## config.mk

```make
export PLATFORM = sky130hd
export DESIGN_NAME = hazard_ctrl
export DESIGN_NICKNAME = d
export VERILOG_FILES = /design/src/rtl/hazard_ctrl.sv
export SDC_FILE = /design/constraint.sdc
export NUM_CORES = 1
export LEC_CHECK = 0
export BUFFER_PORTS_ARGS = -buffer_cell sky130_fd_sc_hd__buf_2
export CAP_MARGIN = 10
export CORE_ASPECT_RATIO = 0.8
export CORE_MARGIN = 4
export CORE_UTILIZATION = 38
export CTS_CLUSTER_SIZE = 16
export DETAILED_ROUTE_END_ITERATION = 10
export MAX_ROUTING_LAYER = met4
export SYNTH_ARGS = -nofsm -noshare
export SYNTH_HDL_FRONTEND = slang
export SYNTH_SLANG_ARGS = --single-unit
```

## constraint.sdc

```tcl
create_clock -name clk -period 4.1 [get_ports clk]
set_input_delay 0.41 -clock clk [delete_from_list [all_inputs] [get_ports clk]]
set_output_delay 0.41 -clock clk [all_outputs]
set_load 0.05 [all_outputs]
```

## src/rtl/hazard_ctrl.sv

```systemverilog
// hazard_ctrl -- stall/forward controller for the in-order MIPS pipeline.
//
// Sits beside the D-stage decoder. Each instruction leaving D is recorded
// in a shifting scoreboard (entry 1 = E ... entry DEPTH = last stage before
// writeback commit) holding {valid, dst, tnew}. A D-stage source register
// is compared against the scoreboard. The youngest matching writer decides
// whether D must stall (its result is not ready by the source's Tuse) or
// where the value can be forwarded from (its result is already produced).
// A multi-cycle multiply/divide busy counter stalls HI/LO users while the
// MD unit is computing.
//
// Ports:
//   clk, rst_n          clock, asynchronous active-low reset
//   d_valid             D stage holds a real instruction
//   d_rs, d_rt          source register indices
//   d_tuse_rs/rt        Tuse per source; all-ones = source unused
//   d_we, d_dst, d_tnew GPR write enable, destination, Tnew at entry to E
//   d_md_start          mult/multu/div/divu
//   d_md_div            divide latency (with d_md_start)
//   d_md_use            reads/writes HI/LO or starts the MD unit
//   stall               freeze F/D, insert bubble into E
//   fwd_rs_sel/rt_sel   0 = register file, k = scoreboard entry k
//   md_busy             MD unit computing
module hazard_ctrl #(
  parameter int REG_BITS = 5,
  parameter int DEPTH    = 3,
  parameter int T_BITS   = 2,
  parameter int MULT_LAT = 5,
  parameter int DIV_LAT  = 10,
  parameter int SEL_BITS = 2
) (
  input  logic                clk,
  input  logic                rst_n,
  input  logic                d_valid,
  input  logic [REG_BITS-1:0] d_rs,
  input  logic [REG_BITS-1:0] d_rt,
  input  logic [T_BITS-1:0]   d_tuse_rs,
  input  logic [T_BITS-1:0]   d_tuse_rt,
  input  logic                d_we,
  input  logic [REG_BITS-1:0] d_dst,
  input  logic [T_BITS-1:0]   d_tnew,
  input  logic                d_md_start,
  input  logic                d_md_div,
  input  logic                d_md_use,
  output logic                stall,
  output logic [SEL_BITS-1:0] fwd_rs_sel,
  output logic [SEL_BITS-1:0] fwd_rt_sel,
  output logic                md_busy
);

  localparam logic [T_BITS-1:0] T_NONE = {T_BITS{1'b1}};
  localparam int MAX_LAT = (MULT_LAT > DIV_LAT) ? MULT_LAT : DIV_LAT;
  localparam int CNT_W   = $clog2(MAX_LAT + 1);

  logic                sb_vld  [1:DEPTH];
  logic [REG_BITS-1:0] sb_dst  [1:DEPTH];
  logic [T_BITS-1:0]   sb_tnew [1:DEPTH];
  logic [CNT_W-1:0]    md_cnt;

  logic                rs_hit, rt_hit;
  logic [SEL_BITS-1:0] rs_k, rt_k;
  logic [T_BITS-1:0]   rs_t, rt_t;
  logic                rs_haz, rt_haz;
  logic                md_go;

  // Tnew counts down one per stage and never wraps below zero.
  function automatic logic [T_BITS-1:0] sat_dec(input logic [T_BITS-1:0] t);
    return (t == '0) ? t : t - T_BITS'(1);
  endfunction

  // Youngest-match search: scanning oldest to youngest lets the lowest k
  // overwrite older hits, so older writers of the same register are shadowed.
  always_comb begin
    rs_hit = 1'b0;
    rs_k   = '0;
    rs_t   = '0;
    rt_hit = 1'b0;
    rt_k   = '0;
    rt_t   = '0;
    for (int k = DEPTH; k >= 1; k--) begin
      if (sb_vld[k] && (sb_dst[k] == d_rs) && (d_rs != '0)) begin
        rs_hit = 1'b1;
        rs_k   = SEL_BITS'(k);
        rs_t   = sb_tnew[k];
      end
      if (sb_vld[k] && (sb_dst[k] == d_rt) && (d_rt != '0)) begin
        rt_hit = 1'b1;
        rt_k   = SEL_BITS'(k);
        rt_t   = sb_tnew[k];
      end
    end
  end

  assign rs_haz     = rs_hit && (d_tuse_rs != T_NONE) && (rs_t > d_tuse_rs);
  assign rt_haz     = rt_hit && (d_tuse_rt != T_NONE) && (rt_t > d_tuse_rt);
  assign fwd_rs_sel = (rs_hit && (rs_t == '0)) ? rs_k : '0;
  assign fwd_rt_sel = (rt_hit && (rt_t == '0)) ? rt_k : '0;
  assign md_busy    = (md_cnt != '0);
  assign stall      = d_valid & (rs_haz | rt_haz | (d_md_use & md_busy));
  // A start while busy is impossible: d_md_start implies d_md_use, which stalls.
  assign md_go      = d_valid & d_md_start & ~stall;

  // D -> E boundary: scoreboard shift and MD countdown.
  always_ff @(posedge clk or negedge rst_n) begin
    if (!rst_n) begin
      for (int k = 1; k <= DEPTH; k++) begin
        sb_vld[k]  <= 1'b0;
        sb_dst[k]  <= '0;
        sb_tnew[k] <= '0;
      end
      md_cnt <= '0;
    end else begin
      for (int k = 2; k <= DEPTH; k++) begin
        sb_vld[k]  <= sb_vld[k-1];
        sb_dst[k]  <= sb_dst[k-1];
        sb_tnew[k] <= sat_dec(sb_tnew[k-1]);
      end
      sb_vld[1]  <= ~stall & d_valid & d_we & (d_dst != '0);
      sb_dst[1]  <= stall ? '0 : d_dst;
      sb_tnew[1] <= stall ? '0 : d_tnew;
      if (md_go)
        md_cnt <= d_md_div ? CNT_W'(DIV_LAT) : CNT_W'(MULT_LAT);
      else if (md_cnt != '0)
        md_cnt <= md_cnt - CNT_W'(1);
    end
  end

endmodule

```

==> impl_metrics.yaml, run 1 <==
pwr:
  intPower_w: 0.000567
  clockPowerShare: 0.265
  total_switching_power_w: 0.000244
  combPwrFrac: 0.288
  static-leakage-power_nw: 0.877
  power_density_mw_per_mm2: 417
  max-vdd-ir-drop_mv: 0.191
  share_seq_of_total_power: 0.447
  switching_share: 0.301
synthesis:
  syn-instance-count: 157
  edff_count_synth: 0
  ys_warn_count: 0
  yosys.cell_count.top_type: "dfrtp_1"
  synth_area_leaders: "dfrtp_1 43%, xnor2_1 12%, xor2_1 4.8%"
  mappedNetlistArea_mm2: 0.00163
  synth_largest_area_cell: "dfrtp_1"
  synth-async-reset-ratio: 1.00
  postSynthNetCount: 191
  postSynthRegisterBits: 28
  synth-main-ff-cell: "dfrtp_1"
  synth.yosys.seq_area_share: 0.429
  synth.cells.most_frequent: "28 x dfrtp_1, 23 x xnor2_1, 11 x and2_1, 11 x inv_1, 10 x a21oi_1"
  synth_top_area_share: 0.429
  mean_cell_area_of_the_mapped_netlist_um2: 10.4
  yosys.cell_types.count: 29
clock_network:
  cts_max_level: 1
  cts_root_buf: "clkbuf_8"
  cts_made_buffers: 3
  clockBufferDepth: 2
  cts.clk_slew.worst_paths_ns: 0.09
  clock_insertion_delay_at_the_later_pin_of_the_skew_report_ns: 0.27
  clock_sinks: 28
  cts_tree: "yes"
  cts.repair_timing.setup_buffer_count: 0
timing:
  achievable-frequency_mhz: 269
  worst-slew-pin-transition_ns: 0.685
  setup_tns_final_ns: 0
  timing_max_transition_violations_final: 0
  final.period_utilization: 0.908
  rsz0062_at_grt: "false"
  report.final.setup_viol: 0
  finClkSkew_ns: 0.00103
  slew_headroom: 0.539
  final_period_minus_worst_setup_slack_ns: 3.72
  timing.final.hold_violations: 0
finish:
  post_route_cells_drive_above_1_share: 0.249
  finish.utilization: 0.466
  finalNetCount: 228
  antennaDiodeCount: 0
  area.growth.synth_to_final_pct: 19.2
  ff_latch_area_um2: 701
  fillerInstances: 403
  multi_input_comb_area_um2: 897
grt:
  grt.total_usage: 0.153
  grt_first_pass_wirelength_um: 6070
  grt_antenna_before_repair: 0
  globalRouteOverflowTotal: 0
  grt_max_degree: 29
  vias_in_the_first_global_route: 1284
job:
  drv_cap: 0
worst_setup_path:
  critical_path.reg2reg.startpoint: "sb_dst[2]"
  cp_data_arrival_time_ns: 3.31
  worst_ep_required_time_ns: 3.69
  cp_cell_sequence: "xnor2_1, nand4_1, nor4_1, nand3b_1, a21oi_1, ha_1, a21oi_1, a221oi_1, o31a_1, o31ai_2, inv_1, buf_2"
  critPathTopFamily: "compound AO/OA/AOI/OAI gates"
  max_stage_delay_ns: 0.54
  startpoint_type: "flop"
  worst_path_max_delay_cell: "nor4_1"
  critical_path.startpoint: "sb_dst[2]"
  cp_num_buf_inv: 2
  critical_path.endpoint_type: "output pin"
  crit_path_max_fanout: 8
  critical_path_class: "reg2out"
  critical_path.most_common_cell: "a21oi_1"
floorplan:
  core-area_mm2: 0.00418
  design.portCount: 34
  floorplan.die.width_um: 81.3
  floorplan.initialDensity: 0.391
  die_h_um: 66.6
  floorplan.die_area_mm2: 0.00542
  num_rows: 21
worst_hold_path:
  tightest_hold_check_type: "in2async"
drt:
  post-route-drc-count: 0
  viasPerCell: 4.97
  vias: 1243
  route.final.wire_length_um: 3560
  drt_pre_antenna_iters: 4
  wl_per_cell_um: 14.2
  antenna_violating_nets_post_route: 0
  detailedRoute.firstIterationViolations: 30
place:
  detailedPlacementHpwl_um: 2980
  io_buffers: 33
  place.gp.congestion: 0.837
run_status:
  status: "finished clean"
flip-flops by register name, summed over array words and instances (netlist names):
name     flops
md_cnt       4
sb_dst      15
sb_tnew      6
sb_vld       3
layout by cell type (no fill, tap or decap), types with 5 or more instances in the layout:
cell type,count
buf_2,33
dfrtp_1,28
xnor2_1,23
inv_1,11
and2_1,11
a21oi_1,10
xor2_1,9
nand4_1,6
nor2_1,6
ha_1,6
nor3_1,5
metrics by stage:
stage	instances	hold slack, ns	setup slack [ns]	power, W	cell area (µm²)
floorplan	157	0.114	0.697	0.000530	1630
global placement	246	0.400	0.304	0.000588	1860
detailed placement	246	0.410	0.129	0.000601	1860
CTS	250	0.157	0.120	0.000819	1940
global route	250	0.185	0.0711	0.000865	1950
finish	250	0.138	0.378	0.000811	1950
cell type report:
type | count | share of cell area
Sequential cell | 28 | 0.360
Multi-Input combinational cell | 117 | 0.461
Timing Repair Buffer | 33 | 0.0848
Clock inverter | 1 | 0.0154
Clock buffer | 3 | 0.0212
Tap cell | 57 | 0.0366
Inverter | 11 | 0.0212
worst paths after layout:
check / end / slack (ns) / cells after the start
worst max-delay path: stall / 0.38 / 12
worst min-delay path: sb_dst[9] / 0.14 / 1
worst max register to register: md_cnt[1] / 0.78 / 11
worst min register to register: sb_vld[1] / 0.43 / 0
max in group asynchronous: sb_dst[0] / 3.56 / 1
min in group clk: sb_tnew[4] / 0.34 / 2
metal layers:
metal / global-route usage / up-vias / share of wire
met2: 0.230 / 29 / 0.45
met1: 0.209 / 589 / 0.49
met5: - / - / 0
met3: 0.0297 / 4 / 0.044
met4: 0.0422 / 0 / 0.0095
li1: - / 621 / -
worst reg2reg max path: stages, from the launching register on:
cell and delay, ns:
dfrtp_1 0.42, xnor2_1 0.17, nand4_1 0.12, nor4_1 0.54, nand3b_1 0.13, a21oi_1 0.27
ha_1 0.31, a21oi_1 0.15, a221oi_1 0.07, o31a_1 0.16, or4_4 0.55, mux2_4 0.32
what timing repair did:
item	in CTS	in global routing
setup endpoints to repair	1	1
gates resized for setup	1	2
hold buffers	0	0
power by group through the flow:
stage,Sequential (W),Clock [W],Combinational (W)
global route,0.000369,0.000232,0.000265
floorplan,0.000353,0,0.000177
CTS,0.000362,0.000221,0.000236
global placement,0.000365,0,0.000223
finish,0.000362,0.000215,0.000234
detailed placement,0.000367,0,0.000234
cell families (layout without fill, tap and decap cells):
kind of cell,after synthesis,after routing,synth area share
adder cells (fa/ha/maj),6,6,0.0460
XOR/XNOR,32,32,0.172
buffers and inverters,12,48,0.0322
AND/OR/NAND/NOR,56,56,0.215
flip-flops,28,28,0.429
AO/OA/AOI/OAI,19,19,0.0751
multiplexers,4,4,0.0307
No activity file was read; power rests on OpenSTA's default activity.
==> run 2: changes to the inputs <==
clock period = 3.65 ns   (was 4.1 ns; I/O delays follow)
==> run 2 against run 1 <==
- first-iteration DRC count grew 50%
- sequential cell count is the same
- global-route usage fell by 0.21 points
- largest power group unchanged
- routed wire length grew 4.7%
- combinational power is 17% higher
- clock power up 12%
==> impl_metrics.yaml, run 2 (synthesized netlist as in run 1, its figures left out) <==
run_status:
  status: "finished clean"
floorplan:
  design.portCount: 34
  num_rows: 21
  floorplan.initialDensity: 0.391
  floorplan.die.width_um: 81.3
  floorplan.die_area_mm2: 0.00542
  core-area_mm2: 0.00418
  die_h_um: 66.6
grt:
  grt_max_degree: 29
  vias_in_the_first_global_route: 1237
  grt.total_usage: 0.150
  grt_first_pass_wirelength_um: 5930
  globalRouteOverflowTotal: 0
  grt_antenna_before_repair: 0
timing:
  final.period_utilization: 0.951
  achievable-frequency_mhz: 288
  setup_tns_final_ns: 0
  report.final.setup_viol: 0
  slew_headroom: 0.602
  final_period_minus_worst_setup_slack_ns: 3.47
  timing.final.hold_violations: 0
  worst-slew-pin-transition_ns: 0.596
  finClkSkew_ns: 0.00290
  timing_max_transition_violations_final: 0
worst_setup_path:
  critical_path_class: "reg2out"
  cp_cell_sequence: "xnor2_1, nand4_1, nor4_4, buf_4, nand3b_1, a21oi_1, ha_1, a21oi_1, a221oi_1, o31a_1, o31ai_1, inv_1, clkbuf_4"
  r2r_end: "md_cnt[1]"
  critical_path.reg2reg.startpoint: "sb_dst[7]"
  cp_data_arrival_time_ns: 3.11
  worst_ep_required_time_ns: 3.28
  r2r.worst_path.cells: 11
  worst_path_max_delay_cell: "dfrtp_1"
  ff2ff_setup_slack_ns: 0.43
  crit_path_max_fanout: 5
  critical_path.startpoint: "sb_dst[7]"
  cp_num_buf_inv: 3
  startpoint_type: "flop"
  critical_path.endpoint_type: "output pin"
  critical_path.most_common_cell: "a21oi_1"
  max_stage_delay_ns: 0.42
  critPathTopFamily: "compound AO/OA/AOI/OAI gates"
finish:
  top_register: "sb_dst"
  finalNetCount: 230
  ff_latch_area_um2: 701
  layout.cells.most_common_list: "32 x buf_2, 28 x dfrtp_1, 23 x xnor2_1"
  multi_input_comb_area_um2: 940
  antennaDiodeCount: 0
  fillerInstances: 406
  area.growth.synth_to_final_pct: 22.9
  post_route_cells_drive_above_1_share: 0.272
  layout_commonest_cell: "buf_2"
  final-instance-count-excl-fill: 252
  reg.largest.list: "sb_dst: 15 flops, sb_tnew: 6 flops, md_cnt: 4 flops"
  max_ffs_per_register: 15
clock_network:
  clock_sinks: 28
  cts_made_buffers: 3
  cts_root_buf: "clkbuf_8"
  cts.clk_slew.worst_paths_ns: 0.09
  clock_insertion_delay_at_the_later_pin_of_the_skew_report_ns: 0.28
  cts_max_level: 1
  clockBufferDepth: 2
  cts_tree: "yes"
pwr:
  static-leakage-power_nw: 0.889
  power_density_mw_per_mm2: 459
  max-vdd-ir-drop_mv: 0.180
drt:
  detailedRoute.firstIterationViolations: 45
  route.final.wire_length_um: 3730
  drt_pre_antenna_iters: 4
  vias: 1239
  viasPerCell: 4.92
  post-route-drc-count: 0
  wl_per_cell_um: 14.8
  antenna_violating_nets_post_route: 0
place:
  placed_cell_count: 247
  detailedPlacementHpwl_um: 2950
  io_buffers: 33
  place.gp.congestion: 0.837
worst_hold_path:
  tightest_hold_check_type: "in2async"
job:
  drv_cap: 0
-- run 2: worst reg2reg max path: stages (launching register included) --
cell,delay (ns)
dfrtp_1,0.42
xnor2_1,0.19
nand4_1,0.19
nor4_4,0.40
a21oi_1,0.12
a21oi_1,0.27
ha_1,0.31
a21oi_1,0.14
a221oi_1,0.06
o31a_1,0.15
or4_4,0.55
mux2_4,0.32
-- run 2: worst max path at each step --
| stage | depth (start not counted) | to | slack [ns] |
|---|---|---|---|
| after global placement | 13 | stall | 0.08 |
| after floorplan | 6 | fwd_rs_sel[1] | 0.32 |
| after global routing | 12 | stall | -0.04 |
| after detailed placement | 13 | stall | 0.002 |
| after CTS | 12 | stall | 0.04 |
| final | 13 | stall | 0.18 |
-- run 2: area by class of cell --
type                    count  share of cell area
multi-input cells         117               0.468
flip-flops and latches     28               0.349
repair buffers             35              0.0910
well taps                  57              0.0355
clock buffers               3              0.0206
inverters                  11              0.0206
clock inverters             1              0.0150
-- run 2: repair_timing --
item                                    4_1_cts  5_1_grt
endpoints found under the setup margin        1        1
gates resized for setup                       2        8
buffers inserted                              0        1
pin swaps                                     0        2
cloned                                        0        0
hold buffers                                  0        0
-- run 2: metal layers --
layer	global-route usage	vias up	routed length, µm
met5	-	-	0
met4	0.0633	0	73
met3	0.0284	5	205
met2	0.223	29	1680
met1	0.201	579	1770
li1	-	626	-
-- run 2: power by group --
part	switching, W	leakage (nW)	internal (W)
registers	0.0000473	0.349	0.000360
clock network	0.0000937	0.0357	0.000147
logic	0.000139	0.504	0.000134
total	0.000280	0.889	0.000641
-- run 2: stage by stage --
step | utilization | setup slack (ns) | area, µm² | hold slack (ns) | total power, W
after floorplan | - | 0.320 | 1630 | 0.0694 | 0.000595
after global placement | 0.447 | 0.0804 | 1870 | 0.402 | 0.000662
after detailed placement | 0.447 | 0.00216 | 1870 | 0.413 | 0.000675
after CTS | 0.467 | 0.0441 | 1950 | 0.102 | 0.000922
after global routing | 0.480 | -0.0423 | 2010 | 0.121 | 0.000980
final | 0.480 | 0.178 | 2010 | 0.0811 | 0.000920
